File: config.mk
export PLATFORM = sky130hd
export DESIGN_NAME = rom_writer_flat
export DESIGN_NICKNAME = d
export VERILOG_FILES = /design/src/rtl/rom_writer_if.sv /design/src/rtl/rom_writer.sv /design/src/flat_wrapper.sv
export SDC_FILE = /design/constraint.sdc
export NUM_CORES = 1
export LEC_CHECK = 0
export BUFFER_PORTS_ARGS = -buffer_cell sky130_fd_sc_hd__buf_2
export CORE_AREA = 2 2 110 112
export DETAILED_ROUTE_END_ITERATION = 16
export DIE_AREA = 0 0 112 114
export PLACE_DENSITY = 0.85
export SYNTH_ARGS = -nofsm -noshare
export SYNTH_HDL_FRONTEND = slang
export SYNTH_SLANG_ARGS = --single-unit
File: constraint.sdc
create_clock -name clka -period 5.9 [get_ports clka]
set_clock_uncertainty 0.1 [all_clocks]
set_input_delay 0.295 -clock clka [delete_from_list [all_inputs] [get_ports clka]]
set_output_delay 0.295 -clock clka [all_outputs]
set_load 0.01 [all_outputs]
File: src/rtl/rom_writer_if.sv
// Byte-stream handshake between the host link (UART receiver) and the ROM loader.
interface rom_writer_if;
  logic [7:0] s_data;
  logic       s_valid;
  logic       s_ready;

  modport master (output s_data, output s_valid, input s_ready);
  modport slave  (input s_data, input s_valid, output s_ready);
endinterface

File: src/rtl/rom_writer.sv
// Loads a length-prefixed little-endian image into the instruction ROM's BRAM write port.
// Optional trailer checksum verification when ROM_WRITER_CHECKSUM_EN is defined.
module rom_writer #(
  parameter logic [31:0] BASE_ADDR   = 32'h0000_0000,
  parameter int          DEPTH_WORDS = 16384
) (
  input  logic          clka,
  input  logic          rsta,
  input  logic          start,
  rom_writer_if.slave   s,
  output logic          ena,
  output logic          wea,
  output logic [31:0]   addra,
  output logic [31:0]   dina,
  output logic          busy,
  output logic          done,
  output logic          error
);

`ifdef ROM_WRITER_CHECKSUM_EN
  typedef enum logic [2:0] {IDLE, LEN, DATA, WRITE, CSUM, DONE, ERROR} state_t;
  localparam state_t EOD = CSUM;
`else
  typedef enum logic [2:0] {IDLE, LEN, DATA, WRITE, DONE, ERROR} state_t;
  localparam state_t EOD = DONE;
`endif

  localparam logic [31:0] DEPTH_L = 32'(DEPTH_WORDS);

  state_t      r_state, w_state_nx;
  logic [1:0]  r_cnt;
  logic [31:0] r_idx;
  logic [31:0] r_addra, r_dina;
  logic [31:0] r_shift, r_len;
`ifdef ROM_WRITER_CHECKSUM_EN
  logic [31:0] r_sum;
`endif

  logic        w_ready, w_accept, w_last_byte, w_launch;
  logic [31:0] w_shift, w_idx_inc;

  // Bytes arrive LSB first, so each new byte enters at the top of the shifter.
  assign w_shift     = {s.s_data, r_shift[31:8]};
  assign w_accept    = s.s_valid & w_ready;
  assign w_last_byte = w_accept & (r_cnt == 2'd3);
  assign w_idx_inc   = r_idx + 32'd1;
  assign w_launch    = start & ~busy;
  assign s.s_ready   = w_ready;
  assign addra       = r_addra;
  assign dina        = r_dina;

  always_comb begin
    w_state_nx = r_state;
    w_ready    = 1'b0;
    wea        = 1'b0;
    case (r_state)
      IDLE, DONE, ERROR: if (start) w_state_nx = LEN;
      LEN: begin
        w_ready = 1'b1;
        if (w_last_byte) begin
          if (w_shift > DEPTH_L)      w_state_nx = ERROR;
          else if (w_shift == 32'd0)  w_state_nx = EOD;
          else                        w_state_nx = DATA;
        end
      end
      DATA: begin
        w_ready = 1'b1;
        if (w_last_byte) w_state_nx = WRITE;
      end
      WRITE: begin
        wea        = 1'b1;
        w_state_nx = (w_idx_inc == r_len) ? EOD : DATA;
      end
`ifdef ROM_WRITER_CHECKSUM_EN
      CSUM: begin
        w_ready = 1'b1;
        if (w_last_byte) w_state_nx = (w_shift == r_sum) ? DONE : ERROR;
      end
`endif
      default: w_state_nx = IDLE;
    endcase
    ena   = wea;
    busy  = !(r_state == IDLE || r_state == DONE || r_state == ERROR);
    done  = (r_state == DONE);
    error = (r_state == ERROR);
  end

  // Control state, write port registers and counters
  always_ff @(posedge clka) begin
    if (rsta) begin
      r_state <= IDLE;
      r_cnt   <= 2'd0;
      r_idx   <= 32'd0;
      r_addra <= 32'd0;
      r_dina  <= 32'd0;
    end else begin
      r_state <= w_state_nx;
      if (w_launch) begin
        r_cnt <= 2'd0;
        r_idx <= 32'd0;
      end else begin
        if (w_accept) r_cnt <= r_cnt + 2'd1;
        if (r_state == DATA && w_last_byte) begin
          r_addra <= BASE_ADDR + {r_idx[29:0], 2'b00};
          r_dina  <= w_shift;
        end
        if (r_state == WRITE) r_idx <= w_idx_inc;
      end
    end
  end

  // Assembly datapath: no reset, every session overwrites before use
  always_ff @(posedge clka) begin
    if (w_accept) r_shift <= w_shift;
    if (r_state == LEN && w_last_byte) r_len <= w_shift;
`ifdef ROM_WRITER_CHECKSUM_EN
    if (w_launch) r_sum <= 32'd0;
    else if (r_state == DATA && w_last_byte) r_sum <= r_sum + w_shift;
`endif
  end

endmodule

File: src/flat_wrapper.sv
// flat-port wrapper written by rule: the top's interface ports become plain ports
module rom_writer_flat 
#(
  parameter logic [31:0] BASE_ADDR   = 32'h0000_0000,
  parameter int          DEPTH_WORDS = 16384
)
  (clka, rsta, start, ena, wea, addra, dina, busy, done, error, s_s_data, s_s_valid, s_s_ready);
  rom_writer_if s_i ();
  input  logic clka;
  input  logic rsta;
  input  logic start;
  output logic ena;
  output logic wea;
  output logic [31:0] addra;
  output logic [31:0] dina;
  output logic busy;
  output logic done;
  output logic error;
  input wire logic [$bits(s_i.s_data)-1:0] s_s_data;
  input wire logic [$bits(s_i.s_valid)-1:0] s_s_valid;
  output wire logic [$bits(s_i.s_ready)-1:0] s_s_ready;
  assign s_i.s_data = s_s_data;
  assign s_i.s_valid = s_s_valid;
  assign s_s_ready = s_i.s_ready;
  rom_writer #(.BASE_ADDR(BASE_ADDR), .DEPTH_WORDS(DEPTH_WORDS)) u_core (.clka(clka), .rsta(rsta), .start(start), .s(s_i), .ena(ena), .wea(wea), .addra(addra), .dina(dina), .busy(busy), .done(done), .error(error));
endmodule
Word-level counts from Yosys, hierarchy flattened
Cells that the tools add are included.

Add/sub/neg operators: 2. $lt $le $gt $ge: 1. Equality and inequality tests: 10. Mux-type cells: 9. Bitwise operators: 4. Reductions and logical operators: 12.

Operator list (count): adder 32 x 1 -> 32 bit (second input constant) (1); equality test 32 bit (1); greater-than comparator 32 x 15 -> 1 bit (second input constant) (1); logical NOT 32 bit (1); 2-to-1 mux 3 bit (6); one-hot mux 3 bit (4 select lines) (1); equality test 3 x 2 -> 1 bit (second input constant) (2); equality test 3 bit (second input constant) (2); inequality test 2 x 1 -> 1 bit (second input constant) (2); OR reduction 2 bit (2); AND 1 bit (3); equality test 3 x 1 -> 1 bit (second input constant) (1); logical NOT 3 bit (1); AND reduction 3 bit (1); OR reduction 3 bit (1); adder 2 x 1 -> 2 bit (second input constant) (1); equality test 2 bit (second input constant) (1); logical AND 1 bit (2); logical OR 1 bit (2); 2-to-1 mux 1 bit (2); inequality test 2 bit (second input constant) (1); AND reduction 2 bit (1); logical NOT 1 bit (1); NOT 1 bit (1).

Register bits after elaboration: 163. Input port bits: 12. Output and inout bits: 70. Logic and storage cells: 45.

Longest topological paths before layout
Depth after elaboration: 7. Depth in mapped cells: 9. Mapped depth without buffers: 8.

Worst setup path after synthesis
Ideal clock, no wire load.

Path type: reg2reg. Start point: register u_core.r_state[0]. End point: register u_core.r_len[0] (enable). Setup time: 0.461 ns. Arrival: 2.839 ns. Data required time: 5.339 ns. Path slack: 2.500 ns. Cell stages (with the launch flop): 4. Path buffers: 1. Clock period less this slack: 3.400 ns. Path through: dfxtp_1 buf_2 nand2b_1 nor3_1.

Word-level cells in the longest chain between the ends: 6. Elaborated cells on any way between the ends: 7. Those cells by class: eq/ne: 2; mux: 1; bitwise: 2; reduce/logical: 2.

RTL lines: from (decl) (RTL line rom_writer.sv:30) `state_t r_state, w_state_nx;`; from (signal assigned) (RTL line rom_writer.sv:97) `r_state <= w_state_nx;`; equality test 3 x 1 -> 1 bit / equality test 3 x 2 -> 1 bit (equally long branches) (RTL line rom_writer.sv:56, rom_writer.sv:115); OR reduction 2 bit (no line); 2-to-1 mux 1 bit (RTL line rom_writer.sv:56) `case (r_state)`; AND 1 bit (RTL line rom_writer.sv:44) `assign w_accept = s.s_valid & w_ready;`; AND 1 bit (RTL line rom_writer.sv:45) `assign w_last_byte = w_accept & (r_cnt == 2'd3);`; logical AND 1 bit (*) (RTL line rom_writer.sv:115) `if (r_state == LEN && w_last_byte) r_len <= w_shift;`; to (signal assigned) (RTL line rom_writer.sv:115); to (decl) (RTL line rom_writer.sv:34) `logic [31:0] r_shift, r_len;`.

Mark *: on every way between the ends. The rest lies on a longest branch, timed or not. A chain may end at the register's enable or synchronous reset.

Worst setup path after layout
Start point: register u_core.r_idx[0]. End point: register u_core.r_state[1].

Word-level cells in the longest chain between the ends: 4.

RTL lines: from (decl) (RTL line rom_writer.sv:32) `logic [31:0] r_idx;`; from (signal assigned) (RTL line rom_writer.sv:107) `if (r_state == WRITE) r_idx <= w_idx_inc;`; adder 32 x 1 -> 32 bit (RTL line rom_writer.sv:46) `assign w_idx_inc = r_idx + 32'd1;`; equality test 32 bit (RTL line rom_writer.sv:72) `w_state_nx = (w_idx_inc == r_len) ? EOD : DATA;`; 2-to-1 mux 3 bit (RTL line rom_writer.sv:72); one-hot mux 3 bit (4 select lines) (RTL line rom_writer.sv:56).

Every way passes these cells.

==> summary.md <==
- **status** finished, final reports clean
- **clock tree from TritonCTS** done
- **Critical Setup Path Class** flip-flop to flip-flop
- **maximum frequency from static timing analysis** 0.3366 GHz
- **DRC** 0
- **min cycle time layout** 2971 ps
- **Core Footprint** 11710 um2
- **weighted congestion at the end of routability-driven global placement** 0.9055
- **leakage power summed over all cells** 2.718 nW
- **largest fanout of any net on the critical path** 13
- **arrival time reported for the critical path endpoint** 3130 ps
- **wire length reported by the detailed router** 15180 um
- **number of warnings printed during yosys synthesis** 0
- **share of the clock period used by the worst path after layout** 50.36%
- **Site Rows** 40
- **share of cells above drive strength 1** 17.45%
- **dominant cells by area after synthesis** dfxtp_1 29%, edfxtp_1 25%, nand2_1 8.4%, xnor2_1 6.1%, a21oi_1 5.6%
- **Starting Density** 57.91%
- **setup-violating endpoint count in the final report** 0
- **data required time at the worst endpoint** 6060 ps
- **number of inserted diodes** 0
- **via count of the first global-routing pass** 4948
- **Critical Path Source Type** flip-flop
- **sum of internal, switching and leakage power** 2.172 mW
- **clock root buffer master** clkbuf_16
- **final-report hold violation count** 0
- **Port Buffers** 79
- **RSZ-0062 raised after global routing** no
- **power density over cell area** 281.4 nW/um2
- **# Max-Cap Violations** 0
- **Setup TNS Final** 0 ps
- **placed cell count** 881
- **largest net degree at the start of global routing** 68
- **Synth cell types** 59
- **maximum root-to-sink buffer count** 2
- **post_cts resized** 0
- **height of the chip** 114 um
- **post-route non-filler standard cell count** 915
- **sum of overflow across all layers after global routing** 0
- **number of synthesized register bits** 155
- **Tightest Pin Transition** 1215 ps
- **clock transition time at the flip-flop clock pins of the worst setup and hold paths** 60 ps
- **layout net count** 769
- **x dimension of the die** 112 um
- **total CTS buffers** 17
- **most used standard cell by instance count after synthesis** nand2_1
- **Yosys top cell by area** dfxtp_1
- **number of detailed-route iterations in the first pass** 5
- **Iter 0 DRT Violations** 343
- **number of antenna violations at the first check in global routing** 0
- **Peak VDD IR** 270.4 uV
- **first-pass GRT wire length** 25080 um
- **Clk Latency, worst-skew pair** 420 ps
- **wire length per cell after detailed routing** 16.59 um
- **Finished Core Util** 65.90%
- **top cell types by occurrence after synthesis** 152 x nand2_1, 99 x dfxtp_1, 76 x a21oi_1
- **synthesized area** 6782 um2
- **Max-Slew Margin vs Limit** 19.01%
- **mean instance size in the synthesized netlist** 9.606 um2
- **number of nets with antenna violations after detailed routing** 0
- **most used flip-flop cell after synthesis** dfxtp_1
- **Async SR Flop Fraction** 0%
- **total number of vias** 5270
- **count of pins on the block boundary** 82
- **maximum level of the CTS H-tree** 4
- **area share of the largest cell type after synthesis** 29.23%
- **Die ar.** 12770 um2
- **GRT Overall Usage** 24.62%
- **layout overhead on the synthesized area** 13.80%
- **sequential share of the synthesized area** 54.02%
- **HPWL Detailed** 10630 um
- **Cells after Synth** 706
- **clk sinks** 155
- **HP Class** input port to flip-flop
- **final max-slew violation count** 0
- **capturing element type of the critical path** flip-flop
- **number of enable-type register cells in the synthesized netlist** 56
- **drt via density** 5.760
metrics by stage:
stage	hold WS, ps	setup WS (ps)	cell area, um2
finish	7.135	2929	7717
CTS	0.9485	2907	7717
floorplan	293.9	2500	6785
detailed placement	343.4	2995	7136
global placement	340.0	3100	7136
global route	5.518	2701	7717
per-layer routing:
layer | vias to the layer above | global-route usage, % | share of wire (%)
met1 | 2494 | 33.10 | 46
met2 | 206 | 39.92 | 47
met5 | - | 0 | 0
met3 | 29 | 4.888 | 5.5
met4 | 0 | 9.350 | 1.9
li1 | 2541 | - | -
worst paths after layout:
kind / cells past startpoint / to / slack, ps / from
worst min register to register: 2 / u_core.dina[24]$_SDFFE_PP0P_ / 350 / u_core.dina[24]$_SDFFE_PP0P_
worst max register to register: 8 / u_core.r_state[1]$_SDFFE_PP0P_ / 2930 / u_core.r_idx[0]$_SDFFE_PP0P_
worst max-delay path: 8 / u_core.r_state[1]$_SDFFE_PP0P_ / 2930 / u_core.r_idx[0]$_SDFFE_PP0P_
worst min-delay path: 1 / u_core.r_shift[31]$_DFFE_PP_ / 7 / s_s_data[7]
flip-flops by register name, indices dropped and copies added, names as in the netlist:
register,count
u_core.addra,30
u_core.dina,32
u_core.r_shift,24
u_core.r_len,32
u_core.r_idx,32
u_core.r_state,3
u_core.r_cnt,2
power breakdown:
group          internal [mW]  leakage (nW)  total [mW]  switching (mW)
combinational        0.00771          1.13      0.0320          0.0243
clock                  0.595         0.277        1.02           0.423
sequential              1.11          1.31        1.12         0.00856
worst max-delay path, cell delays in order (launching register included):
cell and delay [ps]:
dfxtp_1 460, ha_1 270, nand3_2 280, or2_0 400, xnor2_1 160, nor4_1 350, nand4_1 180, nor4_2 410
a31oi_1 200
kinds of logic (layout without fill, tap and decap cells):
logic type      Yosys count  count (layout)  synth area share [%]
compound gates          114             114                 9.649
xor+xnor                 71              71                 9.391
fa+ha+maj                 2               2                0.3689
buf+inv                  62             123                 4.280
flops                   155             155                 54.02
mux                       4               4                0.5904
other cells               1               2               0.05530
simple gates            297             297                 21.64
cell type report:
type                    count  area, um2
clock buffers              19      442.9
clock inverters            13      118.9
fillers                   938       3994
inverters                   7      26.28
multi-input cells         490       2844
flip-flops and latches    155       3664
well taps                 147      183.9
repair buffers             84      437.9
repair_timing:
| action | CTS | global route |
|---|---|---|
| setup endpoints to repair | 0 | 0 |
| hold buffers | 2 | 0 |
| hold endpoints to repair | 4 | 0 |
| buffers inserted | 0 | 0 |
placed cells by master, fill, tap and decap left out, types with 3 or more instances in the layout:
| cell | count |
|---|---|
| and3_1 | 10 |
| buf_4 | 3 |
| clkinv_2 | 5 |
| edfxtp_1 | 56 |
| nand3_1 | 15 |
| xnor2_1 | 47 |
| nor4_1 | 11 |
| nand2_1 | 152 |
| a31oi_1 | 4 |
| nand4_1 | 13 |
| o21ai_0 | 11 |
| a21o_1 | 4 |
| mux2i_1 | 4 |
| inv_1 | 5 |
| clkbuf_16 | 17 |
| and4_1 | 5 |
| a21oi_1 | 76 |
| nor4_2 | 5 |
| nor3_2 | 4 |
| dfxtp_1 | 99 |
| or3_1 | 11 |
| xor2_1 | 23 |
| nor3_1 | 15 |
| nor2_1 | 38 |
| buf_2 | 79 |
No activity file was read; power rests on OpenSTA's default activity.
